[src/rtl/slope_ctrl.sv]
// Peak-driven period measurement sequencer for the sine/cos generator and slope detector.
// Define SLOPE_CTRL_MINMAX_EN to track signed sample extremes; otherwise peak_max/peak_min read 0.
module slope_ctrl #(
  parameter int WIDTH  = 16,
  parameter int CNT_W  = 24,
  parameter int SETTLE = 4,
  parameter int TMO_W  = 16
) (
  input  logic             i_clk,
  input  logic             i_reset_n,
  input  logic             i_start,
  input  logic             i_abort,
  input  logic [7:0]       i_n_cycles,
  input  logic [WIDTH-1:0] i_datain,
  input  logic             i_gt,
  input  logic             i_lt,
  input  logic             i_eq,
  output logic             o_en,
  output logic             o_busy,
  output logic             o_done,
  output logic             o_err,
  output logic [CNT_W-1:0] o_period,
  output logic [WIDTH-1:0] o_peak_max,
  output logic [WIDTH-1:0] o_peak_min
);

  typedef enum logic [2:0] {S_IDLE, S_SETTLE, S_SEEK, S_MEASURE, S_DONE} state_t;
  typedef enum logic [1:0] {D_NONE, D_RISE, D_FALL} dir_t;

  localparam int SW = (SETTLE > 1) ? $clog2(SETTLE) : 1;
  localparam logic [TMO_W-1:0] TMO_LAST = {{(TMO_W-1){1'b1}}, 1'b0};

  state_t           r_state, w_state_nxt;
  dir_t             r_dir;
  logic [SW-1:0]    r_set_cnt;
  logic [TMO_W-1:0] r_tmo;
  logic [CNT_W-1:0] r_cnt, r_period, w_cnt_inc;
  logic [7:0]       r_remain;
  logic             r_err;
  logic             w_rise, w_fall, w_peak, w_tmo_exp, w_accept, w_track;

  assign w_rise    = i_gt & ~i_lt & ~i_eq;
  assign w_fall    = i_lt & ~i_gt & ~i_eq;
  assign w_peak    = w_fall && (r_dir == D_RISE);
  assign w_tmo_exp = (r_tmo == TMO_LAST);
  assign w_accept  = (r_state == S_IDLE) & i_start & ~i_abort;
  assign w_cnt_inc = (&r_cnt) ? r_cnt : r_cnt + CNT_W'(1);
  assign w_track   = (r_state == S_SETTLE) || (r_state == S_SEEK) || (r_state == S_MEASURE);

  always_comb begin
    w_state_nxt = r_state;
    o_en        = 1'b0;
    o_busy      = 1'b1;
    o_done      = 1'b0;
    case (r_state)
      S_IDLE: begin
        o_busy = 1'b0;
        if (i_start) w_state_nxt = S_SETTLE;
      end
      S_SETTLE: begin
        o_en = 1'b1;
        if (r_set_cnt == SW'(SETTLE - 1)) w_state_nxt = S_SEEK;
      end
      S_SEEK: begin
        o_en = 1'b1;
        if (w_peak)         w_state_nxt = S_MEASURE;
        else if (w_tmo_exp) w_state_nxt = S_DONE;
      end
      S_MEASURE: begin
        o_en = 1'b1;
        if (w_peak && r_remain == 8'd1) w_state_nxt = S_DONE;
        else if (!w_peak && w_tmo_exp)  w_state_nxt = S_DONE;
      end
      S_DONE: begin
        o_done      = 1'b1;
        w_state_nxt = S_IDLE;
      end
      default: w_state_nxt = S_IDLE;
    endcase
    if (i_abort) w_state_nxt = S_IDLE;
  end

  always_ff @(posedge i_clk or negedge i_reset_n) begin
    if (!i_reset_n) begin
      r_state   <= S_IDLE;
      r_dir     <= D_NONE;
      r_set_cnt <= '0;
      r_tmo     <= '0;
      r_cnt     <= '0;
      r_period  <= '0;
      r_remain  <= '0;
      r_err     <= 1'b0;
    end else begin
      r_state <= w_state_nxt;
      if (w_accept)    r_dir <= D_NONE;
      else if (w_rise) r_dir <= D_RISE;
      else if (w_fall) r_dir <= D_FALL;

      if (w_accept) begin
        r_remain  <= (i_n_cycles == 8'd0) ? 8'd1 : i_n_cycles;
        r_period  <= '0;
        r_err     <= 1'b0;
        r_set_cnt <= '0;
        r_tmo     <= '0;
      end else if (!i_abort) begin
        case (r_state)
          S_SETTLE: r_set_cnt <= r_set_cnt + SW'(1);
          S_SEEK: begin
            if (w_peak) begin
              r_cnt <= '0;
              r_tmo <= '0;
            end else begin
              r_tmo <= r_tmo + TMO_W'(1);
              if (w_tmo_exp) r_err <= 1'b1;
            end
          end
          S_MEASURE: begin
            r_cnt <= w_cnt_inc;
            if (w_peak) begin
              // A peak coinciding with timeout expiry still counts and restarts the timeout.
              r_remain <= r_remain - 8'd1;
              r_tmo    <= '0;
              if (r_remain == 8'd1) r_period <= w_cnt_inc;
            end else begin
              r_tmo <= r_tmo + TMO_W'(1);
              if (w_tmo_exp) r_err <= 1'b1;
            end
          end
          default: ;
        endcase
      end
    end
  end

  assign o_err    = r_err;
  assign o_period = r_period;

`ifdef SLOPE_CTRL_MINMAX_EN
  logic signed [WIDTH-1:0] r_max, r_min;

  always_ff @(posedge i_clk or negedge i_reset_n) begin
    if (!i_reset_n) begin
      r_max <= '0;
      r_min <= '0;
    end else if (w_accept) begin
      r_max <= {1'b1, {(WIDTH-1){1'b0}}};
      r_min <= {1'b0, {(WIDTH-1){1'b1}}};
    end else if (w_track && !i_abort) begin
      if ($signed(i_datain) > r_max) r_max <= $signed(i_datain);
      if ($signed(i_datain) < r_min) r_min <= $signed(i_datain);
    end
  end

  assign o_peak_max = r_max;
  assign o_peak_min = r_min;
`else
  logic w_unused_dat;
  assign w_unused_dat = ^{i_datain, w_track};
  assign o_peak_max   = '0;
  assign o_peak_min   = '0;
`endif

endmodule

[config.mk]
export PLATFORM = sky130hd
export DESIGN_NAME = slope_ctrl
export DESIGN_NICKNAME = d
export VERILOG_FILES = /design/src/rtl/slope_ctrl.sv
export SDC_FILE = /design/constraint.sdc
export NUM_CORES = 1
export LEC_CHECK = 0
export CORE_MARGIN = 2
export CORE_UTILIZATION = 28
export DETAILED_ROUTE_END_ITERATION = 8
export GPL_TIMING_DRIVEN = 0
export SYNTH_ARGS = -nofsm -noshare
export SYNTH_HDL_FRONTEND = slang
export SYNTH_SLANG_ARGS = --single-unit
[constraint.sdc]
create_clock -name i_clk -period 2.4 [get_ports i_clk]
set_clock_uncertainty 0.15 [all_clocks]
set_input_delay 0.48 -clock i_clk [delete_from_list [all_inputs] [get_ports i_clk]]
set_output_delay 0.48 -clock i_clk [all_outputs]
set_load 0.05 [all_outputs]
* Yosys cells after proc, flatten, opt, wreduce, memory -nomap -nowiden
Index checks and enable logic that the tools add are counted.
Word-level totals: bits in registers 80, input bits 31, output and inout port bits 60, logic and storage cells 101
Cells by class: $add $sub $neg 4, eq/ne operators 15, multiplexer cells 39, bitwise gates (word level) 11, reductions and logical operators 24
Operators with widths (number):
- $mux 24 | 7
- $mux 16 | 4
- $pmux 24 s2 | 1
- $mux 8 | 5
- $add 24x1->24 const B | 1
- $reduce_and 24->1 | 1
- $mux 3 | 7
- $add 16x1->16 const B | 1
- $eq 16x16->1 const B | 1
- $reduce_and 4->1 | 4
- $reduce_bool 2->1 | 7
- $mux 2 | 6
- $pmux 3 s4 | 1
- $eq 8x1->1 const B | 1
- $logic_not 8->1 | 1
- $mux 1 | 8
- $sub 8x1->8 const B | 1
- $and 1x1->1 | 6
- $eq 3x2->1 const B | 2
- $not 1->1 | 5
- $ne 2x1->1 const B | 2
- $ne 4x2->1 const B | 1
- $ne 4x4->1 const B | 1
- $reduce_and 2->1 | 2
- other kinds (15) | 17

* Depth between registers and ports, before layout
Gate-level depths: netlist (run 1).
depth after elaboration 10, mapped depth 10, mapped depth without buffers 7

* Worst setup path after synthesis (run 1)
Ideal clock, no wire load.
kind register to register, start point register r_cnt[0], end point register r_cnt[14], setup time 0.118 ns, arrival 1.910 ns, required time 2.132 ns, path slack 0.222 ns, stages on the path, launching flop included 7, path buffers 0, period minus slack after synthesis 2.178 ns, path through dfrtp_1 > ha_1 > nand2_1 > or4_4 > a311oi_2 > o21ai_0 > a21o_1
On the way: word-level cells in the longest chain between the ends 3, elaborated cells between the ends (all ways) 4
RTL lines:
- start: declaration | line 37 | logic [CNT_W-1:0] r_cnt, r_period, w_cnt_inc;
- start signal: assignment | line 118 | r_cnt <= w_cnt_inc;
- $add 24x1->24 or $reduce_and 24->1 (tied branches) | line 47 | assign w_cnt_inc = (&r_cnt) ? r_cnt : r_cnt + CNT_W'(1);
- $mux 24 * | line 47
- $pmux 24 s2 * | line 106 | case (r_state)
Mark *: on every way between the ends. The rest lies on a longest branch, timed or not. A chain may end at the register's enable or synchronous reset.

* Final worst setup path (run 1)
start point register r_cnt[1], end point register r_cnt[9]
Same word-level chain as after synthesis.

==> results.cfg, run 1 <==
[layout]
multiInputGateArea_sq_mm = 0.00265
layout_common_cells = dfrtp_1 (78), buf_4 (48), nand2_1 (46)
fillers = 1779
utilization_pct = 36.5
syn2layout_area_growth_pct = 28.6
layout_commonest_cell = dfrtp_1
n_antenna_cell = 0
final_cells = 865
layout-drive-gt1-share_pct = 18.6
final_nets = 672
register_area_sq_mm = 0.00200

[grt]
grt_pass1_wl_microns = 20700
first_global_vias = 4011
grt_max_degree = 51
antenna_found_initial = 0
track_usage_pct = 14.2
grt_overflow_total = 0

[yosys]
seq_area_frac_synth_pct = 41.2
syn_area_per_cell_sq_um = 8.99
yosysUniqueCellTypes = 63
synth_edf_count = 0
synthesis.area_sq_mm = 0.00486
postSynth.asyncResetShare_pct = 100
synth_seq_cells = 80
synth_flop_cell = dfrtp_1
netlist_instances = 540
yosys_warnings = 0

[hold_path]
hold_depth = 2
min_path_type = flop to flop
hp-start = o_period[10]$_DFFE_PN0P_
worstHoldEndpoint = o_period[10]$_DFFE_PN0P_

[route]
totalWireLength_microns = 12400
vias = 4221
wl_per_cell_microns = 14.4
avgViaCountPerCell = 4.88
first_pass_iters = 5
drc = 0
drt-initial-drc-count = 289
ant_nets = 0

[sta]
setup_viol = 0
hold_viol = 0
fin_crit_ps = 2330
max_slew_margin_pct = 39.3
slew_viol_final = 0
fin_crit_sh_pct = 97.1
worstMarginPinSlew_ps = 887
fmax_mhz = 429

[cts]
clk_latency_ps = 350
clk_pin_slew_worst_paths_ps = 60
cts_root_buf = clkbuf_16
cts_tree = yes
cts_max_level = 3
cts_max_path_buffers = 2
cts_buffers = 9
clock-sinks = 80

[place]
dp.cells = 839
io_buffers = 42
gp_congestion = 0.880
dp_hpwl_microns = 8860

[power]
ir_drop_v = 0.000323
p_leak_uw = 0.00263
p_per_area_mw_per_mm2 = 644
report.power.total_uw = 4030

[critical_path]
slowest_delay_ps = 470
critPathTopFamily = simple AND/OR/NAND/NOR gates
crit_chain = ha_4 > nand4_1 > or3_4 > o21ai_1 > clkbuf_4 > o21ai_0 > a31oi_1
r2r_start = r_cnt[1]$_DFFE_PN0P_
cp-end-kind = flop
critPathKind = flop to flop
cp.arrival_ps = 2450
cp_max_fo = 10
cp.required_ps = 2520
path_buf_inv = 1
critPathLaunchType = flop
reg2regPathDepth = 7
crit_slowest_cell = or3_4
r2r_end = r_cnt[9]$_DFFE_PN0P_
r2r_slack_ps = 70

[outcome]
outcome = completed

[die]
core_sq_mm = 0.0171
die_w_microns = 136
rows = 48
dieArea_sq_mm = 0.0184
dieHeight_microns = 136
ioPinCount = 91
start_util_pct = 28.4

[job]
drv_cap = 0
## power by group
group	internal, uW	total, uW	switching, uW
clock network	934	1500	565
logic	324	850	526
registers	1490	1680	186
## how the worst max path moves through the flow
stage / endpoint / cells past startpoint / start
final: r_cnt[9]$_DFFE_PN0P_ / 7 / r_cnt[1]$_DFFE_PN0P_
after global routing: o_period[16]$_DFFE_PN0P_ / 10 / r_state[2]$_DFFE_PN0P_
after CTS: o_period[16]$_DFFE_PN0P_ / 9 / i_gt
after detailed placement: o_period[9]$_DFFE_PN0P_ / 8 / i_abort
after global placement: r_remain[5]$_DFFE_PN0P_ / 1 / i_reset_n
after floorplan: r_cnt[14]$_DFFE_PN0P_ / 6 / r_cnt[0]$_DFFE_PN0P_
## cell usage after synthesis (5+ instances only)
master	count	share of area (%)
nor2_1	31	2.4
nor4_1	12	1.5
buf_2	8	0.82
nand2_1	46	3.6
nand4_1	14	1.8
and3_1	7	0.90
o21ai_1	6	0.62
nor3_1	9	0.93
nand3_1	46	4.7
or4_1	8	1.2
a21oi_1	18	1.9
dfrtp_1	80	41
and4_1	5	0.90
clkbuf_1	16	1.2
mux2i_1	5	1.0
inv_1	16	1.2
or3_1	7	0.90
o21ai_0	39	4.0
a31oi_1	17	2.2
buf_4	35	5.4
ha_1	6	1.5
xnor2_1	22	4.0
a21o_1	7	1.1
o211ai_1	12	1.9
xor2_1	6	1.1
## worst register-to-register path, cell delays in order, from the launching register on
cell	delay, ps
dfrtp_1	440
ha_4	200
nand4_1	220
or3_4	470
o21ai_1	240
clkbuf_4	250
o21ai_0	100
a31oi_1	180
## cell families after synthesis
logic type	synth area share (%)
other	0.0772
XOR/XNOR	5.05
AND/OR/NAND/NOR	25.5
AO/OA/AOI/OAI	16.3
adder cells (fa/ha/maj)	1.55
multiplexers	1.03
buffers and inverters	9.27
flip-flops	41.2
## layout make-up
type                    instances  area share, %
multi-input cells             413           42.4
flip-flops and latches         80           32.1
repair buffers                 54           8.39
plain buffers                  61           6.53
well taps                     225           4.51
clock buffers                  10           3.82
clock inverters                 6           1.32
inverters                      16          0.961
## state kept, by name, indices dropped and copies added (netlist names)
register   cells
o_err          1
o_period      24
r_cnt         24
r_dir          2
r_remain       8
r_set_cnt      2
r_state        3
r_tmo         16
## metal layers
metal / wire length (microns) / vias to the layer above / GRT usage, %
met1: 5590 / 2013 / 18.2
li1: - / 2102 / -
met5: 0 / - / 0
met4: 163 / 0 / 4.17
met2: 6050 / 92 / 23.8
met3: 616 / 14 / 3.59
## metrics by stage
stage / hold slack, ps / setup TNS [ps] / setup slack, ps / instance area (sq um)
CTS: 355 / 0 / 0.881 / 6140
global route: 374 / -44.7 / -12.9 / 6250
global placement: 336 / -232160 / -2440 / 5680
floorplan: 34.4 / 0 / 222 / 4970
finish: 347 / 0 / 70.2 / 6250
detailed placement: 311 / -37210 / -759 / 5700
## timing repair
action	in CTS	in global routing
hold buffers	1	0
endpoints found under the hold margin	30	0
endpoints found under the setup margin	67	49
pin swaps	2	2
resized for setup	29	29
buffers inserted	6	4
No activity file was read; power rests on OpenSTA's default activity.
==> run 2, diff against run 1 <==
Clock period 2.4 ns to 2.3 ns, I/O delays scaled along.
==> run 2 against run 1 <==
Clock power up 4%. Flip-flop and latch count unchanged. Final cell count up 0.23%. Core utilization up 0.78 points. First-iteration DRC count up 2.1%. Sequential power up 4%. Design area up 2.1%. Fmax up 3.0%. Largest power group unchanged. Sequential share of layout area down 0.61 points. Global-route usage about the same. Power up 5.3%.
==> results.cfg, run 2 (synthesized netlist as in run 1, its figures left out) <==
[sta]
setup_ws_ps = 37.2
rsz0062_at_grt = yes
max_slew_margin_pct = 39.3
hold_viol = 0
worstMarginPinSlew_ps = 888
fin_crit_sh_pct = 98.4
fin_crit_ps = 2260
finalSetupTns_ps = 0
setup_viol = 0
slew_viol_final = 0
fmax_mhz = 442

[power]
switching_power_uw = 1350
p_per_area_mw_per_mm2 = 664
sequentialPowerShare_pct = 41.4
p_clk_share_pct = 36.9
switching_share_pct = 31.9
p_int_uw = 2890
p_comb_share_pct = 21.7
p_leak_uw = 0.00266
ir_drop_v = 0.000336

[route]
vias = 4265
first_pass_iters = 5
drc = 0
wl_per_cell_microns = 14.4
avgViaCountPerCell = 4.92
drt-initial-drc-count = 295
totalWireLength_microns = 12500
ant_nets = 0

[grt]
track_usage_pct = 14.3
grt_max_degree = 51
antenna_found_initial = 0
first_global_vias = 4047
grt_overflow_total = 0
grt_pass1_wl_microns = 20800

[place]
place_ws_ps = -839
io_buffers = 42
dp_hpwl_microns = 8860
dp.cells = 839
place_area_sq_mm = 0.00570
gp_congestion = 0.880

[critical_path]
r2r_slack_ps = 40
r2r_start = r_state[2]$_DFFE_PN0P_
cp_common_cell = buf_4
cp-end-kind = flop
cp_max_fo = 9
crit_slowest_cell = or4_1
cp-startpoint = r_state[2]$_DFFE_PN0P_
r2r_end = o_period[9]$_DFFE_PN0P_
cp.arrival_ps = 2390
critPathLaunchType = flop
reg2regPathDepth = 8
cp.required_ps = 2430
slowest_delay_ps = 490
crit_chain = buf_6 > nor4bb_2 > buf_4 > nand3_4 > or2_0 > buf_4 > or4_1 > nand3_1
critPathKind = flop to flop

[die]
rows = 48
start_util_pct = 28.4
die_w_microns = 136
ioPinCount = 91
dieArea_sq_mm = 0.0184
dieHeight_microns = 136
core_sq_mm = 0.0171

[cts]
cts_buffers = 9
cts_tree = yes
cts_root_buf = clkbuf_16
cts_max_level = 3
cts_max_path_buffers = 2
clk_latency_ps = 350
clock-sinks = 80
clk_pin_slew_worst_paths_ps = 60

[layout]
n_antenna_cell = 0
layout_commonest_cell = dfrtp_1
layout-drive-gt1-share_pct = 20.9
finalInstanceArea_sq_mm = 0.00638
layout_common_cells = dfrtp_1 (75), buf_4 (52), nand3_1 (44), nand2_1 (44)
syn2layout_area_growth_pct = 31.4
utilization_pct = 37.3
fillers = 1761
final_cells = 867
final_nets = 674

[hold_path]
worstHoldEndpoint = o_period[6]$_DFFE_PN0P_
hp-start = o_period[6]$_DFFE_PN0P_
hold_depth = 2
min_path_type = flop to flop

[outcome]
outcome = completed

[job]
drv_cap = 0
-- run 2: cell types whose count changed in the layout (fill, tap and decap cells not counted), sizes merged --
cell,before,now
dlygate4sd2,2,3
clkdlybuf4s18,0,1
dlymetal6s2s,2,1
clkbuf,28,23
clkdlybuf4s15,1,0
buf,57,64
-- run 2: cell type report --
type / instances / area, sq um / share of cell area [%]
Multi-Input combinational cell: 413 / 2750 / 43.0
Timing Repair Buffer: 56 / 534 / 8.37
Clock inverter: 6 / 82.6 / 1.29
Sequential cell: 80 / 2010 / 31.5
Clock buffer: 10 / 239 / 3.74
Inverter: 16 / 60.1 / 0.941
Buffer: 61 / 430 / 6.74
Tap cell: 225 / 282 / 4.41
-- run 2: how the worst max path moves through the flow --
stage | slack, ps | end | cells past startpoint
2_1_floorplan | 120 | r_cnt[14]$_DFFE_PN0P_ | 6
4_1_cts | -4 | o_busy | 4
6_report | 40 | o_period[9]$_DFFE_PN0P_ | 8
3_5_place_dp | -840 | o_period[9]$_DFFE_PN0P_ | 8
3_3_place_gp | -2520 | r_remain[5]$_DFFE_PN0P_ | 1
5_1_grt | -40 | o_period[9]$_DFFE_PN0P_ | 8
-- run 2: metrics by stage --
step                      hold WS [ps]  total power (uW)
final                              346              4240
after global routing               374              4470
after CTS                          355              4250
after detailed placement           291              2600
after global placement             336              2590
after floorplan                   14.4              2350
-- run 2: what timing repair did --
| action | 4_1_cts | 5_1_grt |
|---|---|---|
| hold buffers | 1 | 0 |
| gates resized for setup | 40 | 54 |
| pin swaps | 3 | 4 |
| endpoints found under the setup margin | 76 | 72 |
| buffers inserted | 8 | 4 |
| hold endpoints to repair | 30 | 0 |
-- run 2: critical path: cells and delay by family (launching register included) --
| kind | cells | cell delay [ps] |
|---|---|---|
| and+or+nand+nor | 5 | 1180 |
| DFF | 1 | 370 |
| buffers and inverters | 3 | 490 |
-- run 2: metal layers --
layer / part of all wire [%] / vias up / wire (microns) / GRT usage (%)
met5: 0 / - / 0 / 0
met4: 2.1 / 0 / 265 / 4.75
met3: 4.9 / 20 / 615 / 3.67
met2: 48 / 99 / 6020 / 23.8
met1: 45 / 2040 / 5620 / 18.0
li1: - / 2106 / - / -
-- run 2: power by group through the flow --
stage               registers (uW)  clock network (uW)  logic (uW)
floorplan                     1710                   0         649
global route                  1780                1670        1020
global placement              1750                   0         847
detailed placement            1740                   0         857
CTS                           1730                1600         914
finish                        1750                1560         921
==> variant: new RTL, settings of run 1 <==
Build with the macro `SLOPE_CTRL_MINMAX_EN` defined.
--- a/src/rtl/slope_ctrl.sv
+++ b/src/rtl/slope_ctrl.sv
@@ -2,2 +2,4 @@
 // Define SLOPE_CTRL_MINMAX_EN to track signed sample extremes; otherwise peak_max/peak_min read 0.
+`define SLOPE_CTRL_MINMAX_EN
+
 module slope_ctrl #(
Formal check against the unedited RTL: not equivalent (a bounded check fails within 4 cycles, from zero or initial values and one cycle with i_reset_n low).
==> variant against run 1 <==
- fmax shrank 2.6%
- global-route usage rose by 1.0 points
- sequential cell count up 32
- design area grew 37%
- largest power group unchanged
- area after synthesis increased by 32%
- power up 53%
- setup slack worse by 63 ps
- routed wire length grew 51%
- die area rose by 31%
- clock power is 4% higher
==> variant: results (changes against run 1) <==
[finish]
buffers = 147  ; +28%
post-route-util_pct = 38.0  ; +1.5 points
clkCellAreaFrac_pct = 3.49  ; -1.7 points
seq_share_pct = 33.0  ; +0.91 points
inv_count = 40  ; +24
fillCellCount = 2263  ; +27%
diodes = 1  ; +1
drive_gt1_share_pct = 17.4  ; -1.2 points
nets = 889  ; +32%
multi_input_cells = 511  ; +24%

[floorplanning]
dieWidth_um = 155  ; +14%

[place]
portBuffers = 90  ; +110%
gp_congestion = 0.817  ; -7.2%
dp_slack_ps = -967  ; -208 ps
hpwl_um = 12900  ; +45%

[drt]
dr_wl_met3_um = 807  ; +31%
vias_per_cell = 5.15  ; +5.4%
met1_length_um = 8860  ; +59%
routed-wl-met2_um = 8800  ; +46%
num_vias = 5722  ; +36%

[timing]
relSlewSlack_pct = 51.6  ; +12 points
period_share_pct = 99.7  ; +2.6 points
holdWs_ps = 289  ; -57.6 ps

[global_routing]
grt_pass1_vias = 5601  ; +40%
met1_usage_pct = 20.5  ; +2.4 points
grt_max_degree = 91  ; +78%
grt_use_met3_pct = 3.51  ; -0.082 points
grt_use_total_pct = 15.3  ; +1.0 points
grt_pass1_wl_um = 29400  ; +42%

[setup_path]
worstSetupEndpoint = o_peak_max[5]$_DFFE_PN0P_
cpPeakStageDelay_ps = 540  ; +70 ps
startpoint = i_datain[11]
r2r_end = o_peak_max[1]$_DFFE_PN0P_
cp_slowest_cell = clkdlybuf4s50_1
crit_fanout = 5  ; -5
reg2regPathDepth = 10  ; +3
r2r_setup_slack_ps = 40  ; -30 ps
path_delay_family = buffers and inverters

[worst_hold_path]
hp-class = input pin to flip-flop
hold_end = o_peak_max[5]$_DFFE_PN0P_
hp-start = i_datain[5]
min_delay_path_depth = 3  ; +1

[synth]
synthTopCellsByArea = dfrtp_1, ha_1, o21ai_0, nand3_1, nand2_1
synth_cell_types = 61  ; -3.2%
synthTopCellsByCount = dfrtp_1, o21ai_0, nand3_1

[power]
pg_clk_mw = 1.56  ; +4%
ir_worst_vdd_uv = 367  ; +14%
p_leak_nw = 3.59  ; +37%
comb-power_mw = 2.27  ; +170%
p_sw_mw = 2.30  ; +80%

[outcome]
status = finished clean

variant: cell types whose count changed after synthesis, sizes merged, moves of 12 or more:
cell | before | now
nand3 | 47 | 64
and3 | 7 | 19
dfrtp | 80 | 112
inv | 16 | 40
o21ai | 46 | 81
buf | 45 | 20
ha | 6 | 37
o22a | 0 | 16
xor2 | 6 | 19
a21oi | 18 | 41
variant: cells by family (layout without fill, tap and decap cells):
family | Yosys count | after routing | share of synthesized area (%)
xor+xnor | 32 | 32 | 4.37
buf+inv | 75 | 203 | 5.00
mux | 1 | 1 | 0.156
compound gates | 205 | 205 | 20.0
simple gates | 236 | 236 | 19.5
fa+ha+maj | 37 | 37 | 7.22
other cells | 0 | 1 | 0
flops | 112 | 112 | 43.7
variant: timing repair:
item,in CTS,in global routing
setup endpoints to repair,89,85
hold buffers,1,0
pin swaps,8,19
gates resized for setup,55,53
buffers inserted,5,16
hold endpoints to repair,22,0
gates cloned,0,2
